`config.mk`:
```
export PLATFORM = sky130hd
export DESIGN_NAME = fwd_hazard_ctrl
export DESIGN_NICKNAME = d
export VERILOG_FILES = /design/src/rtl/fwd_hazard_ctrl.sv
export SDC_FILE = /design/constraint.sdc
export NUM_CORES = 1
export LEC_CHECK = 0
export BUFFER_PORTS_ARGS = -buffer_cell sky130_fd_sc_hd__buf_2
export CORE_MARGIN = 8
export CORE_UTILIZATION = 40
export CTS_CLUSTER_DIAMETER = 50
export DETAILED_ROUTE_END_ITERATION = 8
export PLACE_DENSITY = 0.58
export SLEW_MARGIN = 20
export SYNTH_ARGS = -nofsm -noshare
export SYNTH_HDL_FRONTEND = slang
export SYNTH_SLANG_ARGS = --single-unit
```
`constraint.sdc`:
```
create_clock -name i_clk -period 4.9 [get_ports i_clk]
set_input_delay 1.225 -clock i_clk [delete_from_list [all_inputs] [get_ports i_clk]]
set_output_delay 1.225 -clock i_clk [all_outputs]
set_load 0.05 [all_outputs]
```
`src/rtl/fwd_hazard_ctrl.sv`:
```
// Forwarding and load-use hazard controller for an RV32I pipeline.
// A shadow pipeline of decoded register-usage records (slot 0 = EX,
// slot NUM_STAGES = WB) drives EX forward selects, ID regfile bypass,
// load-use stalls and saturating event counters.
module fwd_hazard_ctrl #(
    parameter int unsigned NUM_STAGES = 2,
    parameter int unsigned LOAD_LAT   = 1,
    parameter int unsigned SEL_W      = $clog2(NUM_STAGES + 1),
    parameter int unsigned CNT_W      = 32
) (
    input  logic             i_clk,
    input  logic             i_rst,
    input  logic             i_hold,
    input  logic             i_flush,
    input  logic             i_id_valid,
    input  logic [31:0]      i_id_inst,
    output logic             o_stall,
    output logic             o_fwd_rs1_sel,
    output logic             o_fwd_rs2_sel,
    output logic [SEL_W-1:0] o_fwd_a_sel,
    output logic [SEL_W-1:0] o_fwd_b_sel,
    output logic [CNT_W-1:0] o_stall_cnt,
    output logic [CNT_W-1:0] o_fwd_cnt
);

    localparam logic [6:0] OpLui    = 7'b0110111;
    localparam logic [6:0] OpAuipc  = 7'b0010111;
    localparam logic [6:0] OpJal    = 7'b1101111;
    localparam logic [6:0] OpJalr   = 7'b1100111;
    localparam logic [6:0] OpBranch = 7'b1100011;
    localparam logic [6:0] OpLoad   = 7'b0000011;
    localparam logic [6:0] OpStore  = 7'b0100011;
    localparam logic [6:0] OpImm    = 7'b0010011;
    localparam logic [6:0] OpReg    = 7'b0110011;

    typedef struct packed {
        logic       valid;
        logic [4:0] rs1;
        logic [4:0] rs2;
        logic       use1;
        logic       use2;
        logic [4:0] rd;
        logic       wren;
        logic       is_load;
    } slot_t;

    function automatic slot_t decode(input logic [31:0] inst);
        slot_t d;
        d       = '0;
        d.valid = 1'b1;
        d.rd    = inst[11:7];
        d.rs1   = inst[19:15];
        d.rs2   = inst[24:20];
        case (inst[6:0])
            OpLui, OpAuipc, OpJal: d.wren = 1'b1;
            OpJalr: begin
                d.wren = 1'b1;
                d.use1 = 1'b1;
            end
            OpBranch, OpStore: begin
                d.use1 = 1'b1;
                d.use2 = 1'b1;
            end
            OpLoad: begin
                d.wren    = 1'b1;
                d.use1    = 1'b1;
                d.is_load = 1'b1;
            end
            OpImm: begin
                d.wren = 1'b1;
                d.use1 = 1'b1;
            end
            OpReg: begin
                d.wren = 1'b1;
                d.use1 = 1'b1;
                d.use2 = 1'b1;
            end
            default: ;
        endcase
        // x0 writes are architecturally invisible, so never forward them.
        if (d.rd == 5'd0) d.wren = 1'b0;
        return d;
    endfunction

    slot_t [NUM_STAGES:0] slot_q, slot_d;
    slot_t                id_dec;
    logic [SEL_W-1:0]     fwd_a_sel, fwd_b_sel;
    logic                 load_hit;
    logic [CNT_W-1:0]     stall_cnt_q, stall_cnt_d;
    logic [CNT_W-1:0]     fwd_cnt_q, fwd_cnt_d;

    // Source fields of older slots are carried only to keep the record uniform.
    logic unused_slot_bits;
    assign unused_slot_bits = ^slot_q;

    assign id_dec = decode(i_id_inst);

    // EX forward selects: scan oldest to youngest so the nearest stage wins.
    always_comb begin
        fwd_a_sel = '0;
        fwd_b_sel = '0;
        if (slot_q[0].valid) begin
            for (int k = int'(NUM_STAGES); k >= 1; k--) begin
                if (slot_q[k].valid && slot_q[k].wren) begin
                    if (slot_q[0].use1 && (slot_q[k].rd == slot_q[0].rs1)) fwd_a_sel = SEL_W'(k);
                    if (slot_q[0].use2 && (slot_q[k].rd == slot_q[0].rs2)) fwd_b_sel = SEL_W'(k);
                end
            end
        end
    end

    // Load-use detection against every slot whose load data is not yet available.
    always_comb begin
        load_hit = 1'b0;
        for (int s = 0; s < int'(LOAD_LAT); s++) begin
            if (slot_q[s].valid && slot_q[s].is_load &&
                ((id_dec.use1 && (slot_q[s].rd == id_dec.rs1)) ||
                 (id_dec.use2 && (slot_q[s].rd == id_dec.rs2)))) begin
                load_hit = 1'b1;
            end
        end
    end

    assign o_stall     = i_id_valid & ~i_flush & load_hit;
    assign o_fwd_a_sel = fwd_a_sel;
    assign o_fwd_b_sel = fwd_b_sel;

    assign o_fwd_rs1_sel = i_id_valid & id_dec.use1 & slot_q[NUM_STAGES].valid &
                           slot_q[NUM_STAGES].wren & (slot_q[NUM_STAGES].rd == id_dec.rs1);
    assign o_fwd_rs2_sel = i_id_valid & id_dec.use2 & slot_q[NUM_STAGES].valid &
                           slot_q[NUM_STAGES].wren & (slot_q[NUM_STAGES].rd == id_dec.rs2);

    // Shadow pipeline advance; stalled or flushed ID inserts a bubble into EX.
    always_comb begin
        slot_d = slot_q;
        if (!i_hold) begin
            for (int k = int'(NUM_STAGES); k >= 1; k--) begin
                slot_d[k] = slot_q[k-1];
            end
            slot_d[0] = (i_id_valid && !o_stall && !i_flush) ? id_dec : '0;
        end
    end

    // Saturating event counters.
    always_comb begin
        stall_cnt_d = stall_cnt_q;
        fwd_cnt_d   = fwd_cnt_q;
        if (!i_hold) begin
            if (o_stall && (stall_cnt_q != '1)) stall_cnt_d = stall_cnt_q + CNT_W'(1);
            if (slot_q[0].valid && ((fwd_a_sel != '0) || (fwd_b_sel != '0)) &&
                (fwd_cnt_q != '1)) begin
                fwd_cnt_d = fwd_cnt_q + CNT_W'(1);
            end
        end
    end

    // State registers with synchronous reset.
    always_ff @(posedge i_clk) begin
        if (i_rst) begin
            slot_q      <= '0;
            stall_cnt_q <= '0;
            fwd_cnt_q   <= '0;
        end else begin
            slot_q      <= slot_d;
            stall_cnt_q <= stall_cnt_d;
            fwd_cnt_q   <= fwd_cnt_d;
        end
    end

    assign o_stall_cnt = stall_cnt_q;
    assign o_fwd_cnt   = fwd_cnt_q;

endmodule
```
==> impl_results.html, run 1 <==
<table>
<tr><th>Metric</th><th>Value</th></tr>
<tr><th colspan="2">Outcome</th></tr>
<tr><td>Outcome</td><td>completed</td></tr>
<tr><th colspan="2">GRT</th></tr>
<tr><td>First-pass GRT wire length</td><td>22000 µm</td></tr>
<tr><td>Most used routing layer in global routing</td><td>met2</td></tr>
<tr><td>Aggregate global-route resource usage</td><td>around 16%</td></tr>
<tr><td>Number of antenna violations at the first check in global routing</td><td>0</td></tr>
<tr><td>Met3 track demand over resource</td><td>3.35%</td></tr>
<tr><td>GR Util met1</td><td>20.1%</td></tr>
<tr><td>Pin count of the biggest net entering global routing</td><td>64</td></tr>
<tr><td>Global-route track usage on met2</td><td>26.7%</td></tr>
<tr><td>Via count of the first global-routing pass</td><td>4561</td></tr>
<tr><td>Aggregate global routing overflow</td><td>0</td></tr>
<tr><th colspan="2">Finish</th></tr>
<tr><td>Area used by multi-input combinational logic</td><td>about 3000 µm²</td></tr>
<tr><td>Share of layout cells above drive strength 1</td><td>between 20 and 25%</td></tr>
<tr><td>Final design instance area without fill</td><td>roughly 6000 µm²</td></tr>
<tr><td>Final-layout fill cell count</td><td>1257</td></tr>
<tr><td>Antenna cell count</td><td>0</td></tr>
<tr><td>Utilization after layout</td><td>between 40 and 50%</td></tr>
<tr><td>Final std cells w/o fill</td><td>859</td></tr>
<tr><td>Net count of the finished layout</td><td>723</td></tr>
<tr><td>Area added between synthesis and finish</td><td>15.5%</td></tr>
<tr><td>Sequential cell area</td><td>1960 µm²</td></tr>
<tr><th colspan="2">Timing</th></tr>
<tr><td>Crit share post-route</td><td>82.3%</td></tr>
<tr><td>Worst Hold Slack</td><td>slightly below 0.5 ns</td></tr>
<tr><td>Slew HR</td><td>54.5%</td></tr>
<tr><td>Final setup violating endpoints</td><td>0</td></tr>
<tr><td>Max Clock Skew</td><td>0.00518 ns</td></tr>
<tr><td>Slack of the critical path</td><td>between 0.8 and 0.9 ns</td></tr>
<tr><td>Final critical delay including setup and external delays</td><td>4.03 ns</td></tr>
<tr><td>Max Transition Viols Final</td><td>0</td></tr>
<tr><td>Number of hold-slack violations in the final timing report</td><td>0</td></tr>
<tr><td>Final TNS setup</td><td>0 ns</td></tr>
<tr><td>Peak clock frequency supported by timing</td><td>0.248 GHz</td></tr>
<tr><td>Setup repair after global routing missed its margin</td><td>no</td></tr>
<tr><td>Slew at the pin closest to its max-slew limit</td><td>slightly below 0.7 ns</td></tr>
<tr><th colspan="2">Synthesis</th></tr>
<tr><td>Area share of the largest cell type after synthesis</td><td>a little under two fifths</td></tr>
<tr><td>Sequential share of the synthesized area</td><td>37.6%</td></tr>
<tr><td>Synth cell types</td><td>between 50 and 60</td></tr>
<tr><td>Cell Area, Synth</td><td>5220 µm²</td></tr>
<tr><td>Number of instances in the synthesized netlist</td><td>slightly above 600</td></tr>
<tr><td>Number of enable flip-flop cells after synthesis</td><td>0</td></tr>
<tr><td>Synth top area cells</td><td>dfxtp_1 (38%), a21oi_1 (4.6%), nor2_1 (3.5%)</td></tr>
<tr><td>Cell taking the most area after synthesis</td><td>dfxtp_1</td></tr>
<tr><td>Seq cells post-synth</td><td>just under 100</td></tr>
<tr><td>Dominant cell by count in the synthesized netlist</td><td>dfxtp_1</td></tr>
<tr><td>Ys Warns</td><td>0</td></tr>
<tr><td>Main synth FF type</td><td>dfxtp_1</td></tr>
<tr><td>Async set-or-reset flop fraction in the synthesized netlist</td><td>0%</td></tr>
<tr><td>Net count after synthesis</td><td>643</td></tr>
<tr><td>Mapped Avg Cell Area</td><td>8.64 µm²</td></tr>
<tr><td>Ranking of synthesized cells by instance count</td><td>dfxtp_1 (98), nor2_1 (49), a21oi_1 (48)</td></tr>
<tr><th colspan="2">Place</th></tr>
<tr><td>Placement Setup Slack</td><td>0.836 ns</td></tr>
<tr><td>Instance area after placement</td><td>5770 µm²</td></tr>
<tr><td># placed instances</td><td>845</td></tr>
<tr><td>PortBufs</td><td>97</td></tr>
<tr><td>Global placer's final weighted congestion</td><td>0.883</td></tr>
<tr><td>Dpl hpwl</td><td>9870 µm</td></tr>
<tr><th colspan="2">Routing</th></tr>
<tr><td>Total via count in the routed design</td><td>between 4000 and 5000</td></tr>
<tr><td>Count of routing violations after the opening detailed-route iteration</td><td>roughly 320</td></tr>
<tr><td>Remaining antenna violation count after routing</td><td>0</td></tr>
<tr><td>DR DRC count</td><td>0</td></tr>
<tr><td>Wirelength per Cell</td><td>15.6 µm</td></tr>
<tr><td>Vias/cell</td><td>5.51</td></tr>
<tr><td>Number of iterations in the first detailed-routing pass</td><td>4</td></tr>
<tr><td>Overall routed net length</td><td>13400 µm</td></tr>
<tr><th colspan="2">Worst setup path</th></tr>
<tr><td>Cell Chain, Critical Path</td><td>buf_2 &gt; and3b_1 &gt; o21ai_2 &gt; nor4_4 &gt; o21ba_2 &gt; and3b_1 &gt; buf_2</td></tr>
<tr><td>Reg2reg start</td><td>o_stall_cnt[0]$_SDFFE_PP0P_</td></tr>
<tr><td>Critical path peak fanout</td><td>5</td></tr>
<tr><td>Data arrival, critical path</td><td>2.81 ns</td></tr>
<tr><td>Class of the most critical setup path</td><td>in -&gt; out</td></tr>
<tr><td>Worst reg2reg endpoint</td><td>o_stall_cnt[17]$_SDFFE_PP0P_</td></tr>
<tr><td>Type of element launching the critical path</td><td>input port</td></tr>
<tr><td>Delay of the slowest cell on the worst path</td><td>0.49 ns</td></tr>
<tr><td>Worst reg2reg setup slack</td><td>2.31 ns</td></tr>
<tr><td>Data required time of the worst path</td><td>3.67 ns</td></tr>
<tr><td>Worst setup path startpoint</td><td>i_id_inst[4]</td></tr>
<tr><td>Master of the slowest instance on the critical path</td><td>nor4_4</td></tr>
<tr><td>Endpoint class of the critical path</td><td>primary output</td></tr>
<tr><td>Depth of the worst register-to-register path</td><td>7</td></tr>
<tr><th colspan="2">Run</th></tr>
<tr><td>Maximum Capacitance Violations</td><td>0</td></tr>
<tr><th colspan="2">Clocking</th></tr>
<tr><td>Root buf cell</td><td>clkbuf_16</td></tr>
<tr><td>Number of hold buffers added after cts</td><td>0</td></tr>
<tr><td>CTS buffer count</td><td>9</td></tr>
<tr><td>Buffer levels on the longest clock path</td><td>2</td></tr>
<tr><td>Number of post-CTS setup repair buffers</td><td>0</td></tr>
<tr><td>PostCTS Resize Cnt</td><td>0</td></tr>
<tr><td>Clock H-tree levels</td><td>3</td></tr>
<tr><td>Clock sink total</td><td>98</td></tr>
<tr><td>Clock tree from TritonCTS</td><td>done</td></tr>
<tr><td>Source-to-sink clock delay at the later pin of the worst-skew pair</td><td>0.35 ns</td></tr>
<tr><td>Clock transition at the register clock pins on the worst setup and hold paths after CTS</td><td>0.06 ns</td></tr>
<tr><th colspan="2">Floorplanning</th></tr>
<tr><td>Effective utilization at floorplan</td><td>about two fifths</td></tr>
<tr><td>Area of the core region</td><td>12700 µm²</td></tr>
<tr><td>Full die area</td><td>17000 µm²</td></tr>
<tr><td>Count of boundary I/O pins</td><td>108</td></tr>
<tr><td>Die Y-Extent</td><td>~130 µm</td></tr>
<tr><td>Die width</td><td>130 µm</td></tr>
<tr><td># rows</td><td>just over 40</td></tr>
<tr><th colspan="2">Worst hold path</th></tr>
<tr><td>Worst hold path endpoint</td><td>slot_q[0]$_SDFFE_PP0N_</td></tr>
<tr><td>Hold crit path type</td><td>reg -&gt; reg</td></tr>
<tr><td>Hold path depth</td><td>1</td></tr>
<tr><td>Hold Path Origin</td><td>slot_q[0]$_SDFFE_PP0N_</td></tr>
<tr><th colspan="2">Power and ir drop</th></tr>
<tr><td>Final Total Pwr</td><td>1.52 mW</td></tr>
<tr><td>Worst supply voltage drop on vdd</td><td>roughly 0.15 mV</td></tr>
<tr><td>Pleak</td><td>2.30 nW</td></tr>
<tr><td>Power density over the cells</td><td>252 nW/µm²</td></tr>
</table>
[cells by family after synthesis]
family          count (synthesis)  synth area share, %
simple gates                  270                 30.0
compound gates                122                 14.7
flops                          98                 37.6
xor+xnor                       41                 6.88
buf+inv                        40                 4.03
mux                            31                 6.36
fa+ha+maj                       2                0.480
[area by class of cell]
cell class                 count  area share (%)
clock buffer                  14            4.21
inverter                       7           0.436
multi-input combinational    466            50.5
sequential                    98            32.6
tap                          172            3.57
timing repair buffer         102            8.72
[critical path: cells and delay by family]
kind / cells / cell delay (ns)
AO/OA/AOI/OAI: 2 / 0.35
AND/OR/NAND/NOR: 3 / 0.86
buffers and inverters: 2 / 0.38
[registers in the layout (all words and copies together), names as in the netlist]
register     flops
o_stall_cnt     32
slot_q          34
o_fwd_cnt       32
[report_power, final]
group	internal, mW	total, mW	leakage (nW)	switching (mW)
clock	0.354	0.642	0.123	0.289
combinational	0.0282	0.0722	1.38	0.0440
sequential	0.801	0.807	0.790	0.00621
total	1.18	1.52	2.30	0.339
[cell usage in the layout, fill, tap and decap left out, drive strengths merged, types with 14 or more instances in the layout]
cell type,count
nand2,32
nand4,27
nand3,30
a22o,18
clkbuf,14
o31ai,15
xnor2,21
a21oi,48
mux2i,14
xor2,20
buf,102
nor2b,17
dfxtp,98
or4,15
nor2,49
o21ai,34
or3,31
mux2,17
nor3,24
[metal layers]
layer	routed length [µm]	vias up	part of all wire (%)
li1	-	2398	-
met1	6340	2226	47
met2	6180	94	46
met3	649	16	4.8
met4	241	0	1.8
met5	0	-	0
[worst max-delay path by stage]
stage | depth (start not counted) | to | slack [ns]
after floorplan | 3 | o_fwd_rs1_sel | 0.57
after global placement | 7 | o_stall | 0.84
after detailed placement | 7 | o_stall | 0.84
after CTS | 7 | o_stall | 0.83
after global routing | 7 | o_stall | 0.74
final | 7 | o_stall | 0.87
Power figures use the tool's default switching activity.
==> run 2: changes to the inputs <==
Settings changed: PLACE_DENSITY 0.58 to 0.61.
Clock period 4.9 ns to 3.6 ns, I/O delays scaled along.
==> impl_results.html, run 2 (synthesized netlist as in run 1, its figures left out) <==
<table>
<tr><th>Metric</th><th>Value</th></tr>
<tr><th colspan="2">Floorplanning</th></tr>
<tr><td># rows</td><td>41 (unchanged)</td></tr>
<tr><td>Die Y-Extent</td><td>130 µm (unchanged)</td></tr>
<tr><td>Die width</td><td>130 µm (unchanged)</td></tr>
<tr><td>Effective utilization at floorplan</td><td>41.2% (unchanged)</td></tr>
<tr><td>Count of boundary I/O pins</td><td>108 (unchanged)</td></tr>
<tr><td>Area of the core region</td><td>12700 µm² (unchanged)</td></tr>
<tr><td>Full die area</td><td>17000 µm² (unchanged)</td></tr>
<tr><th colspan="2">Timing</th></tr>
<tr><td>Setup repair after global routing missed its margin</td><td>no (unchanged)</td></tr>
<tr><td>Max Transition Viols Final</td><td>0 (unchanged)</td></tr>
<tr><td>Slew at the pin closest to its max-slew limit</td><td>0.651 ns (was 0.680 ns)</td></tr>
<tr><td>Slack of the critical path</td><td>0.346 ns (was 0.865 ns)</td></tr>
<tr><td>Peak clock frequency supported by timing</td><td>between 0.3 and 0.4 GHz</td></tr>
<tr><td>Max Clock Skew</td><td>0.00840 ns (was 0.00518 ns)</td></tr>
<tr><td>Final TNS setup</td><td>0 ns (unchanged)</td></tr>
<tr><td>Final critical delay including setup and external delays</td><td>3.25 ns</td></tr>
<tr><td>Final setup violating endpoints</td><td>0 (unchanged)</td></tr>
<tr><td>Number of hold-slack violations in the final timing report</td><td>0 (unchanged)</td></tr>
<tr><td>Slew HR</td><td>56.3% (was 54.5%)</td></tr>
<tr><td>Crit share post-route</td><td>90.4%</td></tr>
<tr><td>Worst Hold Slack</td><td>0.487 ns (was 0.490 ns)</td></tr>
<tr><th colspan="2">Power and ir drop</th></tr>
<tr><td>Sw power</td><td>0.502 mW (was 0.339 mW)</td></tr>
<tr><td>Power density over the cells</td><td>358 nW/µm² (was 252 nW/µm²)</td></tr>
<tr><td>Fraction of power consumed by sequential logic</td><td>50.1% (was 53.0%)</td></tr>
<tr><td>Pleak</td><td>2.35 nW (was 2.30 nW)</td></tr>
<tr><td>Final Total Pwr</td><td>2.19 mW (was 1.52 mW)</td></tr>
<tr><td>Worst supply voltage drop on vdd</td><td>0.191 mV (was 0.153 mV)</td></tr>
<tr><td>Design internal power</td><td>1.69 mW (was 1.18 mW)</td></tr>
<tr><td>Comb power frac</td><td>4.7% (about the same)</td></tr>
<tr><td>Switching share of total power</td><td>22.9% (was 22.3%)</td></tr>
<tr><td>Clock Power Share</td><td>45.2% (was 42.2%)</td></tr>
<tr><th colspan="2">Finish</th></tr>
<tr><td>Area added between synthesis and finish</td><td>17.3% (was 15.5%)</td></tr>
<tr><td>Net count of the finished layout</td><td>726 (was 723)</td></tr>
<tr><td>Share of layout cells above drive strength 1</td><td>23.4% (was 22.1%)</td></tr>
<tr><td>Max reg flops</td><td>34 (unchanged)</td></tr>
<tr><td>Leading cell type in the layout, fill and taps excluded</td><td>dfxtp_1 (unchanged)</td></tr>
<tr><td>Antenna cell count</td><td>0 (unchanged)</td></tr>
<tr><td>Final design instance area without fill</td><td>6120 µm² (was 6030 µm²)</td></tr>
<tr><td>Utilization after layout</td><td>48.3% (was 47.6%)</td></tr>
<tr><td>Register ranked first by flip-flop count</td><td>slot_q (unchanged)</td></tr>
<tr><td>Leading cell types in the layout, fill and taps excluded</td><td>dfxtp_1 (98), buf_2 (97), nor2_1 (49) (was dfxtp_1 (98), buf_2 (96), nor2_1 (49))</td></tr>
<tr><td>Final std cells w/o fill</td><td>864 (was 859)</td></tr>
<tr><th colspan="2">Routing</th></tr>
<tr><td>Wirelength per Cell</td><td>15.5 µm (was 15.6 µm)</td></tr>
<tr><td>Overall routed net length</td><td>13400 µm (about the same)</td></tr>
<tr><td>DR DRC count</td><td>0 (unchanged)</td></tr>
<tr><td>Total via count in the routed design</td><td>4800 (was 4734)</td></tr>
<tr><td>Vias/cell</td><td>5.56 (was 5.51)</td></tr>
<tr><td>Remaining antenna violation count after routing</td><td>0 (unchanged)</td></tr>
<tr><td>Number of iterations in the first detailed-routing pass</td><td>4 (unchanged)</td></tr>
<tr><td>Count of routing violations after the opening detailed-route iteration</td><td>357 (was 323)</td></tr>
<tr><th colspan="2">Clocking</th></tr>
<tr><td>Clock transition at the register clock pins on the worst setup and hold paths after CTS</td><td>0.07 ns (was 0.06 ns)</td></tr>
<tr><td>Number of hold buffers added after cts</td><td>0 (unchanged)</td></tr>
<tr><td>Source-to-sink clock delay at the later pin of the worst-skew pair</td><td>0.35 ns (about the same)</td></tr>
<tr><td>Number of post-CTS setup repair buffers</td><td>0 (unchanged)</td></tr>
<tr><td>CTS buffer count</td><td>9 (unchanged)</td></tr>
<tr><td>Clock sink total</td><td>98 (unchanged)</td></tr>
<tr><td>Clock H-tree levels</td><td>3 (unchanged)</td></tr>
<tr><td>Buffer levels on the longest clock path</td><td>2 (unchanged)</td></tr>
<tr><td>Clock tree from TritonCTS</td><td>done (unchanged)</td></tr>
<tr><td>PostCTS Resize Cnt</td><td>0 (unchanged)</td></tr>
<tr><td>Root buf cell</td><td>clkbuf_16 (unchanged)</td></tr>
<tr><th colspan="2">Worst setup path</th></tr>
<tr><td>Cell occurring most often along the worst timing path</td><td>buf_2</td></tr>
<tr><td>Data arrival, critical path</td><td>2.35 ns (was 2.81 ns)</td></tr>
<tr><td>Critical path's top delay family</td><td>simple AND/OR/NAND/NOR gates (unchanged)</td></tr>
<tr><td>Master of the slowest instance on the critical path</td><td>and4b_2 (was nor4_4)</td></tr>
<tr><td>Buf/Inv on CP</td><td>2 (unchanged)</td></tr>
<tr><td>Critical path peak fanout</td><td>4 (was 5)</td></tr>
<tr><td>Count of cell instances traversed by the critical path</td><td>7 (unchanged)</td></tr>
<tr><td>Depth of the worst register-to-register path</td><td>7 (unchanged)</td></tr>
<tr><td>Data required time of the worst path</td><td>2.70 ns (was 3.67 ns)</td></tr>
<tr><td>Class of the most critical setup path</td><td>in -&gt; out (unchanged)</td></tr>
<tr><td>Type of element launching the critical path</td><td>input port (unchanged)</td></tr>
<tr><td>Endpoint class of the critical path</td><td>primary output (unchanged)</td></tr>
<tr><td>Delay of the slowest cell on the worst path</td><td>0.27 ns (was 0.49 ns)</td></tr>
<tr><td>Cell Chain, Critical Path</td><td>buf_2 &gt; and3b_2 &gt; and4b_2 &gt; and3_4 &gt; o21ba_2 &gt; and3b_1 &gt; buf_2 (was buf_2 &gt; and3b_1 &gt; o21ai_2 &gt; nor4_4 &gt; o21ba_2 &gt; and3b_1 &gt; buf_2)</td></tr>
<tr><th colspan="2">Worst hold path</th></tr>
<tr><td>Hold path depth</td><td>2 (was 1)</td></tr>
<tr><td>Hold crit path type</td><td>reg -&gt; reg (unchanged)</td></tr>
<tr><th colspan="2">Place</th></tr>
<tr><td>Instance area after placement</td><td>5810 µm² (was 5770 µm²)</td></tr>
<tr><td>Global placer's final weighted congestion</td><td>0.822 (was 0.883)</td></tr>
<tr><td>Dpl hpwl</td><td>9920 µm (was 9870 µm)</td></tr>
<tr><td>Placement Setup Slack</td><td>0.360 ns (was 0.836 ns)</td></tr>
<tr><td>PortBufs</td><td>97 (unchanged)</td></tr>
<tr><td># placed instances</td><td>848 (was 845)</td></tr>
<tr><th colspan="2">GRT</th></tr>
<tr><td>First-pass GRT wire length</td><td>22100 µm (was 22000 µm)</td></tr>
<tr><td>Via count of the first global-routing pass</td><td>4495 (was 4561)</td></tr>
<tr><td>Pin count of the biggest net entering global routing</td><td>54 (was 64)</td></tr>
<tr><td>Aggregate global-route resource usage</td><td>16.1% (was 16.3%)</td></tr>
<tr><td>Number of antenna violations at the first check in global routing</td><td>0 (unchanged)</td></tr>
<tr><td>Aggregate global routing overflow</td><td>0 (unchanged)</td></tr>
<tr><th colspan="2">Outcome</th></tr>
<tr><td>Outcome</td><td>completed (unchanged)</td></tr>
<tr><th colspan="2">Run</th></tr>
<tr><td>Maximum Capacitance Violations</td><td>0 (unchanged)</td></tr>
</table>
-- run 2: cell types whose count changed in the layout (fill, tap and decap cells not counted), sizes merged --
cell / before / now
buf: 102 / 105
bufinv: 0 / 1
clkbuf: 14 / 10
clkinv: 0 / 5
-- run 2: cell type report --
class	instances	area [µm²]
inverters	7	26.3
well taps	172	215
fillers	1249	6550
multi-input cells	466	3050
flip-flops and latches	98	1960
clock inverters	6	66.3
clock buffers	10	239
repair buffers	105	558
-- run 2: final timing paths --
path	start	endpoint	slack [ns]
max	i_id_inst[3]	o_stall	0.35
max reg2reg	o_stall_cnt[0]$_SDFFE_PP0P_	o_stall_cnt[17]$_SDFFE_PP0P_	1.00
min reg2reg	slot_q[8]$_SDFFE_PP0N_	slot_q[8]$_SDFFE_PP0N_	0.49
min	slot_q[8]$_SDFFE_PP0N_	slot_q[8]$_SDFFE_PP0N_	0.49
-- run 2: per-layer routing --
metal | global-route usage, % | wire length (µm)
met1 | 20.5 | 6190
met5 | 0 | 0
met4 | 6.22 | 198
met2 | 25.8 | 6230
met3 | 3.92 | 760
-- run 2: worst reg2reg max path: stages (launching register included) --
cell and delay [ns]:
dfxtp_1 0.38, ha_1 0.30, and3_1 0.21, and3_2 0.22, nand4_1 0.29, o211ai_2 0.35
nor4_1 0.37, mux2_2 0.37
-- run 2: power by group through the flow --
stage | Combinational, mW | Clock [mW] | Sequential, mW
finish | 0.102 | 0.991 | 1.10
CTS | 0.102 | 1.02 | 1.10
floorplan | 0.0642 | 0 | 1.12
global route | 0.112 | 1.07 | 1.10
global placement | 0.0989 | 0 | 1.12
detailed placement | 0.102 | 0 | 1.12
